### src/rtl/duck_pkg.sv
// Shared types and constants for the duck sprite address path.
// Optional horizontal mirror is enabled by the DUCK_HFLIP_EN macro.
package duck_pkg;
  localparam int SPRITE_W = 50;
  localparam int SPRITE_H = 50;
  localparam int SHEET_W = 150;
  localparam int CNT_W = 8;
  localparam logic [5:0] TRANSPARENT_RGB = 6'b110011;

  typedef enum logic [1:0] {
    FLY  = 2'd0,
    HIT  = 2'd1,
    FALL = 2'd2,
    GONE = 2'd3
  } duck_state_t;

  typedef logic [1:0] frame_t;

  localparam frame_t FRAME_UP = 2'd0;
  localparam frame_t FRAME_DOWN = 2'd1;
  localparam frame_t FRAME_SHOT = 2'd2;
endpackage

### src/rtl/duck_sprite_addr_gen_if.sv
// Scan position in, sheet address out, colour back, draw enable out.
// Used by duck_sprite_addr_gen (DUCK_HFLIP_EN has no effect here).
interface duck_sprite_addr_gen_if;
  logic [9:0]  hcount;
  logic [9:0]  vcount;
  logic [12:0] addr;
  logic [5:0]  rgb;
  logic        draw_en;

  modport master (
    input  hcount, vcount, rgb,
    output addr, draw_en
  );

  modport slave (
    output hcount, vcount, rgb,
    input  addr, draw_en
  );
endinterface

### src/rtl/duck_anim_fsm.sv
// Duck animation FSM: flap, hit hold, fall and gone; owns pos_y.
// DUCK_HFLIP_EN routes dir_left to the horizontal flip flag.
module duck_anim_fsm
  import duck_pkg::*;
#(
  parameter int V_ACTIVE   = 480,
  parameter int ANIM_DIV   = 8,
  parameter int HIT_FRAMES = 30,
  parameter int FALL_STEP  = 4
) (
  input  logic        clk,
  input  logic        rst,
  input  logic        tick,
  input  logic        hit,
  input  logic        respawn,
  input  logic        dir_left,
  input  logic [9:0]  duck_y,
  output duck_state_t state,
  output frame_t      frame,
  output logic        vflip,
  output logic        hflip,
  output logic [9:0]  pos_y
);
  duck_state_t      state_q, state_d;
  frame_t           frame_q, frame_d;
  logic [CNT_W-1:0] flap_q, flap_d;
  logic [CNT_W-1:0] hold_q, hold_d;
  logic [9:0]       pos_y_q, pos_y_d;
  logic             hit_p_q, hit_p_d;
  logic             rsp_p_q, rsp_p_d;
  logic [10:0]      fall_sum;
  logic [9:0]       fall_y;

  always_comb begin
    fall_sum = {1'b0, pos_y_q} + 11'(FALL_STEP);
    fall_y   = fall_sum[10] ? 10'h3ff : fall_sum[9:0];
    state_d  = state_q;
    frame_d  = frame_q;
    flap_d   = flap_q;
    hold_d   = hold_q;
    pos_y_d  = pos_y_q;
    hit_p_d  = hit_p_q | (hit && state_q == FLY);
    rsp_p_d  = rsp_p_q | (respawn && state_q == GONE);
    if (tick) begin
      pos_y_d = duck_y;
      unique case (state_q)
        FLY: begin
          if (hit_p_q) begin
            state_d = HIT;
            frame_d = FRAME_SHOT;
            hold_d  = CNT_W'(HIT_FRAMES);
            flap_d  = '0;
          end else if (flap_q == CNT_W'(ANIM_DIV - 1)) begin
            flap_d  = '0;
            frame_d = (frame_q == FRAME_UP) ? FRAME_DOWN : FRAME_UP;
          end else begin
            flap_d = flap_q + 1'b1;
          end
        end
        HIT: begin
          hold_d = hold_q - 1'b1;
          if (hold_q == CNT_W'(1)) state_d = FALL;
        end
        FALL: begin
          pos_y_d = fall_y;
          if (fall_y >= 10'(V_ACTIVE)) state_d = GONE;
        end
        GONE: begin
          if (rsp_p_q) begin
            state_d = FLY;
            frame_d = FRAME_UP;
            flap_d  = '0;
            hold_d  = '0;
          end
        end
        default: ;
      endcase
      // a pulse landing on the tick itself waits for the following tick
      hit_p_d = hit && state_d == FLY;
      rsp_p_d = respawn && state_d == GONE;
    end
  end

  always_ff @(posedge clk or negedge rst) begin
    if (!rst) begin
      state_q <= FLY;
      frame_q <= FRAME_UP;
      flap_q  <= '0;
      hold_q  <= '0;
      pos_y_q <= '0;
      hit_p_q <= 1'b0;
      rsp_p_q <= 1'b0;
    end else begin
      state_q <= state_d;
      frame_q <= frame_d;
      flap_q  <= flap_d;
      hold_q  <= hold_d;
      pos_y_q <= pos_y_d;
      hit_p_q <= hit_p_d;
      rsp_p_q <= rsp_p_d;
    end
  end

  assign state = state_q;
  assign frame = frame_q;
  assign vflip = state_q == FALL;
  assign pos_y = pos_y_q;

`ifdef DUCK_HFLIP_EN
  assign hflip = dir_left;
`else
  logic unused_dir_left;
  assign unused_dir_left = dir_left;
  assign hflip = 1'b0;
`endif
endmodule

### src/rtl/duck_sprite_addr_gen.sv
// Duck sprite-sheet address generator with 2-clock draw alignment.
// DUCK_HFLIP_EN mirrors the sprite when dir_left is set.
module duck_sprite_addr_gen
  import duck_pkg::*;
#(
  parameter int H_ACTIVE   = 640,
  parameter int V_ACTIVE   = 480,
  parameter int ANIM_DIV   = 8,
  parameter int HIT_FRAMES = 30,
  parameter int FALL_STEP  = 4
) (
  input  logic                           clk,
  input  logic                           rst,
  duck_sprite_addr_gen_if.master         pix,
  input  logic [9:0]                     duck_x,
  input  logic [9:0]                     duck_y,
  input  logic                           hit,
  input  logic                           respawn,
  input  logic                           dir_left,
  output logic [1:0]                     duck_state
);
  duck_state_t state;
  frame_t      frame;
  logic        vflip, hflip, tick;
  logic [9:0]  pos_y, dx, dy;
  logic [9:0]  pos_x_q, pos_x_d;
  logic [12:0] addr_q, addr_d;
  logic        box_q1, box_q2, in_box;
  logic [5:0]  col, row;

  assign tick = pix.hcount == 10'd0 && pix.vcount == 10'(V_ACTIVE);

  duck_anim_fsm #(
    .V_ACTIVE  (V_ACTIVE),
    .ANIM_DIV  (ANIM_DIV),
    .HIT_FRAMES(HIT_FRAMES),
    .FALL_STEP (FALL_STEP)
  ) u_fsm (
    .clk     (clk),
    .rst     (rst),
    .tick    (tick),
    .hit     (hit),
    .respawn (respawn),
    .dir_left(dir_left),
    .duck_y  (duck_y),
    .state   (state),
    .frame   (frame),
    .vflip   (vflip),
    .hflip   (hflip),
    .pos_y   (pos_y)
  );

  always_comb begin
    pos_x_d = tick ? duck_x : pos_x_q;
    // unsigned wrap makes scan positions left of / above the box fail
    dx = pix.hcount - pos_x_q;
    dy = pix.vcount - pos_y;
    in_box = dx < 10'(SPRITE_W) && dy < 10'(SPRITE_H)
          && pix.hcount < 10'(H_ACTIVE) && state != GONE;
    col = hflip ? 6'(SPRITE_W - 1) - dx[5:0] : dx[5:0];
    row = vflip ? 6'(SPRITE_H - 1) - dy[5:0] : dy[5:0];
    addr_d = '0;
    if (in_box) begin
      addr_d = 13'(row) * 13'(SHEET_W) + 13'(frame) * 13'(SPRITE_W)
             + 13'(col);
    end
  end

  always_ff @(posedge clk or negedge rst) begin
    if (!rst) begin
      pos_x_q <= '0;
      addr_q  <= '0;
      box_q1  <= 1'b0;
      box_q2  <= 1'b0;
    end else begin
      pos_x_q <= pos_x_d;
      addr_q  <= addr_d;
      box_q1  <= in_box;
      box_q2  <= box_q1;
    end
  end

  assign pix.addr    = addr_q;
  assign pix.draw_en = box_q2 && (pix.rgb != TRANSPARENT_RGB);
  assign duck_state  = state;
endmodule

### src/flat_wrapper.sv
// flat-port wrapper written by rule: the top's interface ports become plain ports
module duck_sprite_addr_gen_flat import duck_pkg::*;
#(
  parameter int H_ACTIVE   = 640,
  parameter int V_ACTIVE   = 480,
  parameter int ANIM_DIV   = 8,
  parameter int HIT_FRAMES = 30,
  parameter int FALL_STEP  = 4
)
  (clk, rst, duck_x, duck_y, hit, respawn, dir_left, duck_state, pix_hcount, pix_vcount, pix_rgb, pix_addr, pix_draw_en);
  duck_sprite_addr_gen_if pix_i ();
  input  logic clk;
  input  logic rst;
  input  logic [9:0] duck_x;
  input  logic [9:0] duck_y;
  input  logic hit;
  input  logic respawn;
  input  logic dir_left;
  output logic [1:0] duck_state;
  input wire logic [$bits(pix_i.hcount)-1:0] pix_hcount;
  input wire logic [$bits(pix_i.vcount)-1:0] pix_vcount;
  input wire logic [$bits(pix_i.rgb)-1:0] pix_rgb;
  output wire logic [$bits(pix_i.addr)-1:0] pix_addr;
  output wire logic [$bits(pix_i.draw_en)-1:0] pix_draw_en;
  assign pix_i.hcount = pix_hcount;
  assign pix_i.vcount = pix_vcount;
  assign pix_i.rgb = pix_rgb;
  assign pix_addr = pix_i.addr;
  assign pix_draw_en = pix_i.draw_en;
  duck_sprite_addr_gen #(.H_ACTIVE(H_ACTIVE), .V_ACTIVE(V_ACTIVE), .ANIM_DIV(ANIM_DIV), .HIT_FRAMES(HIT_FRAMES), .FALL_STEP(FALL_STEP)) u_core (.clk(clk), .rst(rst), .pix(pix_i), .duck_x(duck_x), .duck_y(duck_y), .hit(hit), .respawn(respawn), .dir_left(dir_left), .duck_state(duck_state));
endmodule
### config.mk
export PLATFORM = sky130hd
export DESIGN_NAME = duck_sprite_addr_gen_flat
export DESIGN_NICKNAME = d
export VERILOG_FILES = /design/src/rtl/duck_pkg.sv /design/src/rtl/duck_sprite_addr_gen_if.sv /design/src/rtl/duck_anim_fsm.sv /design/src/rtl/duck_sprite_addr_gen.sv /design/src/flat_wrapper.sv
export SDC_FILE = /design/constraint.sdc
export NUM_CORES = 1
export LEC_CHECK = 0
export ABC_AREA = 1
export CAP_MARGIN = 5
export CORE_UTILIZATION = 55
export CTS_BUF_LIST = sky130_fd_sc_hd__clkbuf_8 sky130_fd_sc_hd__clkbuf_16
export CTS_CLUSTER_SIZE = 20
export DETAILED_ROUTE_END_ITERATION = 12
export PLACE_DENSITY = 0.79
export SETUP_SLACK_MARGIN = 0.05
export SYNTH_ARGS = -nofsm -noshare
export SYNTH_HDL_FRONTEND = slang
export SYNTH_SLANG_ARGS = --single-unit
### constraint.sdc
create_clock -name clk -period 5.65 [get_ports clk]
set_input_delay 1.695 -clock clk [delete_from_list [all_inputs] [get_ports clk]]
set_output_delay 1.695 -clock clk [all_outputs]
set_load 0.02 [all_outputs]
==> run_results.csv <==
group,metric,value,unit
clock_tree,cts_tree,"yes",
timing,hold_viol,0,
clock_tree,clock_latency,0.36,ns
global_routing,grt_pass1_wl,27600,um
layout,utilization,82.1,%
layout,syn2layout_area_growth,45.6,%
clock_tree,clk_pin_slew,0.08,ns
layout,seqCellArea,1430,um^2
clock_tree,numCtsBuffers,9,
hold_path,min_path_type,"flip-flop to flip-flop",
worst_setup_path,arrival,6.72,ns
synth,yosys_warnings,0,
drt,antenna_left,0,
synth,ys.flop_type,"dfrtp_1",
synth,yosys.area.top_type,"dfrtp_1",
layout,finalNetCount,1021,
worst_setup_path,endpoint_kind,"flip-flop",
global_routing,grt_remaining_overflow,0,
die,start_util,56.4,%
drt,wl_per_cell,18.0,um
synth,synthAdderAreaFrac,19.1,%
hold_path,hold_path.startpoint,"u_core.box_q1$_DFF_PN0_",
global_routing,grt_start_max_net_pins,58,
die,die-area,9820,um^2
power_and_ir_drop,p_int,1.32,mW
flow_run,maxCapViolations,0,
clock_tree,ctsLongestPathBuffers,2,
drt,dr.pass1.iters,8,
drt,vias,5877,
placement,port_buffers,65,
worst_setup_path,slowest_stage,"fa_2",
status,violations,"setup timing",
synth,synth_top_family_by_area,"simple AND/OR/NAND/NOR gates",
placement,hpwl,10800,um
power_and_ir_drop,seqPwrFrac,18.7,%
timing,min_period,6.48,ns
synth,synthSimpleGateAreaFrac,28.7,%
worst_setup_path,critical_path.startpoint,"pix_vcount[0]",
timing,fin_crit_sh,115,%
synth,synth_edf_count,0,
timing,slew_headroom,48.0,%
synth,synth_compound_area_share,10.6,%
layout,drive_gt1_share,24.7,%
timing,finalMaxSlewViolations,0,
worst_setup_path,required,5.89,ns
worst_setup_path,cp_top_family,"adder cells",
clock_tree,cts_hold_buf,0,
synth,synth_top_area_share,27.5,%
die,die_h,99.1,um
drt,viasPerCell,5.80,
timing,skew,0.0174,ns
synth,synthCells,717,
synth,yosysMostFrequentCell,"nand2_1",
synth,synthTopCellsByArea,"dfrtp_1 27%, ha_1 14%, nand2_1 11%, inv_1 9.6%, fa_1 4.6%",
die,die_x,99.1,um
synth,yosysSeqAreaShare,27.5,%
layout,diodes,0,
synth,ys_top_cells_by_count,"154 x nand2_1, 132 x inv_1, 60 x ha_1, 57 x dfrtp_1, 54 x nor2_1",
synth,synth.avg_cell_area,7.23,um^2
power_and_ir_drop,power.leakage,3.94,nW
worst_setup_path,cp_max_fo,3,
synth,synthMuxAreaShare,0,%
global_routing,antenna_found_initial,0,
power_and_ir_drop,powerDensity,289,nW/um^2
timing,worst_slack,-0.833,ns
worst_setup_path,crit_chain,"buf_12, inv_12, ha_4, fa_2, inv_2, nor2_4, nand4_1, xnor2_2, ha_1, ha_4, fa_2, fa_1, fa_1, ha_4, inv_6, buf_6, nor3_4, nand2_2, o211ai_1, nand2_1, nor3_1, nor3_1",
timing,tightest_slew,0.774,ns
worst_setup_path,cp-start-kind,"input port",
power_and_ir_drop,pwr-share-clk,20.1,%
layout,final_cells,1013,
synth,async_flop_share,100,%
worst_setup_path,critPathKind,"input port to flip-flop",
global_routing,grt.total_usage,36.1,%
clock_tree,clock-sinks,57,
drt,drtIter0Drc,443,
synth,synth-xor-area-share,3.71,%
timing,rsz0062_at_grt,"true",
synth,ys_ff_latch,57,
placement,dp_cells,948,
synth,synth_fp_nets,840,
drt,drcViolationCount,0,
power_and_ir_drop,p_sw,0.863,mW
synth,syn_area,5190,um^2
worst_setup_path,r2r_start,"u_core.u_fsm.pos_y[0]$_DFFE_PN0P_",
timing,setup_viol,14,
power_and_ir_drop,p_comb_share,61.2,%
clock_tree,cts_max_level,3,
layout,multi_input_area,3710,um^2
die,io_pins,67,
power_and_ir_drop,p_sw_share,39.5,%
synth,synth.distinct_cells,41,
drt,drt_wl_total,18300,um
status,status,"finished, violations left",
worst_setup_path,critical_path.most_common_cell,"ha_4",
die,coreArea,9200,um^2
layout,nFillCells,555,
power_and_ir_drop,worst_ir_drop_vdd,0.195,mV
timing,fmax,154,MHz
die,rows,35,
global_routing,grt_pass1_vias,5888,
clock_tree,cts-root-buf,"clkbuf_8",
worst_setup_path,timing.critical_path.buf_inv,5,
worst_setup_path,max_stage_delay,0.65,ns
placement,gp_congestion,0.912,
[worst paths after layout]
check	endpoint	slack, ns	cells past startpoint
hold reg to reg	u_core.box_q2$_DFF_PN0_	0.37	0
hold / removal	u_core.box_q2$_DFF_PN0_	0.37	0
setup / recovery	u_core.pix.addr[11]$_DFF_PN0_	-0.83	22
max in group asynchronous	u_core.pos_x_q[4]$_DFFE_PN0P_	3.66	2
setup reg to reg	u_core.pix.addr[11]$_DFF_PN0_	0.15	20
min in group asynchronous	u_core.u_fsm.pos_y[1]$_DFFE_PN0P_	1.48	2
[per-stage QoR]
| stage | TNS [ns] | setup slack (ns) | cell area (um^2) | hold WS, ns | power [mW] |
|---|---|---|---|---|---|
| 3_3_place_gp | -10.29 | -1.44 | 6520 | 0.333 | 1.21 |
| 3_5_place_dp | -11.49 | -1.64 | 6520 | 0.343 | 1.24 |
| 5_1_grt | -9.03 | -1.10 | 7550 | 0.378 | 2.30 |
| 4_1_cts | -1.73 | -0.409 | 7360 | 0.360 | 1.92 |
| 2_1_floorplan | -2.86 | -0.648 | 5310 | 0.331 | 0.905 |
| 6_report | -7.45 | -0.833 | 7550 | 0.369 | 2.18 |
[layer usage]
metal	routed length, um	vias up	track usage, %
li1	-	2701	-
met1	6850	2776	40.3
met2	9160	300	64.9
met3	1220	100	8.22
met4	1030	0	17.4
met5	0	-	0
[sequential cells by signal (all words and copies together), names as in the netlist]
signal / flops
u_core.pos_x_q: 10
u_core.pix.addr: 13
u_core.u_fsm.frame: 2
u_core.box_q1: 1
u_core.u_fsm.flap_q: 8
u_core.u_fsm.hold_q: 8
u_core.u_fsm.state: 2
u_core.u_fsm.rsp_p_q: 1
u_core.u_fsm.hit_p_q: 1
u_core.box_q2: 1
u_core.u_fsm.pos_y: 10
[cells by family (layout without fill, tap and decap cells)]
logic type,Yosys count,after routing
simple gates,325,326
buf+inv,140,324
compound gates,101,101
fa+ha+maj,72,72
flops,57,57
xor+xnor,22,22
[cell type report]
| cell class | count | share of cell area, % |
|---|---|---|
| Sequential cell | 57 | 18.9 |
| Timing Repair Buffer | 176 | 20.3 |
| Inverter | 133 | 6.88 |
| Multi-Input combinational cell | 521 | 49.2 |
| Tap cell | 111 | 1.84 |
| Clock inverter | 5 | 1.04 |
| Clock buffer | 10 | 1.82 |
[power groups by stage]
stage,Sequential (mW),Combinational (mW),Clock [mW]
3_3_place_gp,0.416,0.798,0
3_5_place_dp,0.416,0.826,0
5_1_grt,0.408,1.43,0.457
4_1_cts,0.408,1.07,0.437
2_1_floorplan,0.416,0.489,0
6_report,0.408,1.34,0.438
[worst register-to-register path, stage by stage, from the launching register on]
cell      delay [ns]
dfrtp_1         0.44
ha_4            0.20
fa_2            0.65
inv_2           0.07
nor2_4          0.10
nand4_1         0.17
xnor2_2         0.28
ha_1            0.30
ha_4            0.29
fa_2            0.50
fa_1            0.58
fa_1            0.46
ha_4            0.32
inv_6           0.04
buf_6           0.11
nor3_4          0.18
nand2_2         0.09
o211ai_1        0.16
nand2_1         0.11
nor3_1          0.23
nor3_1          0.10
[what timing repair did]
action                                  CTS  global route
endpoints found under the setup margin    9            14
gates resized for setup                  76            30
setup buffers                            42            10
cloned                                    1             0
pin swaps                                35            26
[layout by cell type, fill, tap and decap left out, drive strengths merged, types with 3 or more instances in the layout]
master	n
clkbuf	10
o21ai	39
xnor2	9
xor2	13
nor4	9
buf	114
dlygate4sd2	3
nand4	19
inv	134
or2	5
a21oi	41
ha	60
dfrtp	57
nor3	21
o22ai	5
a31oi	3
nand2	154
nor2	68
nand3	45
fa	12
o21a	3
clkdlybuf4s50	59
Power figures use the tool's default switching activity.
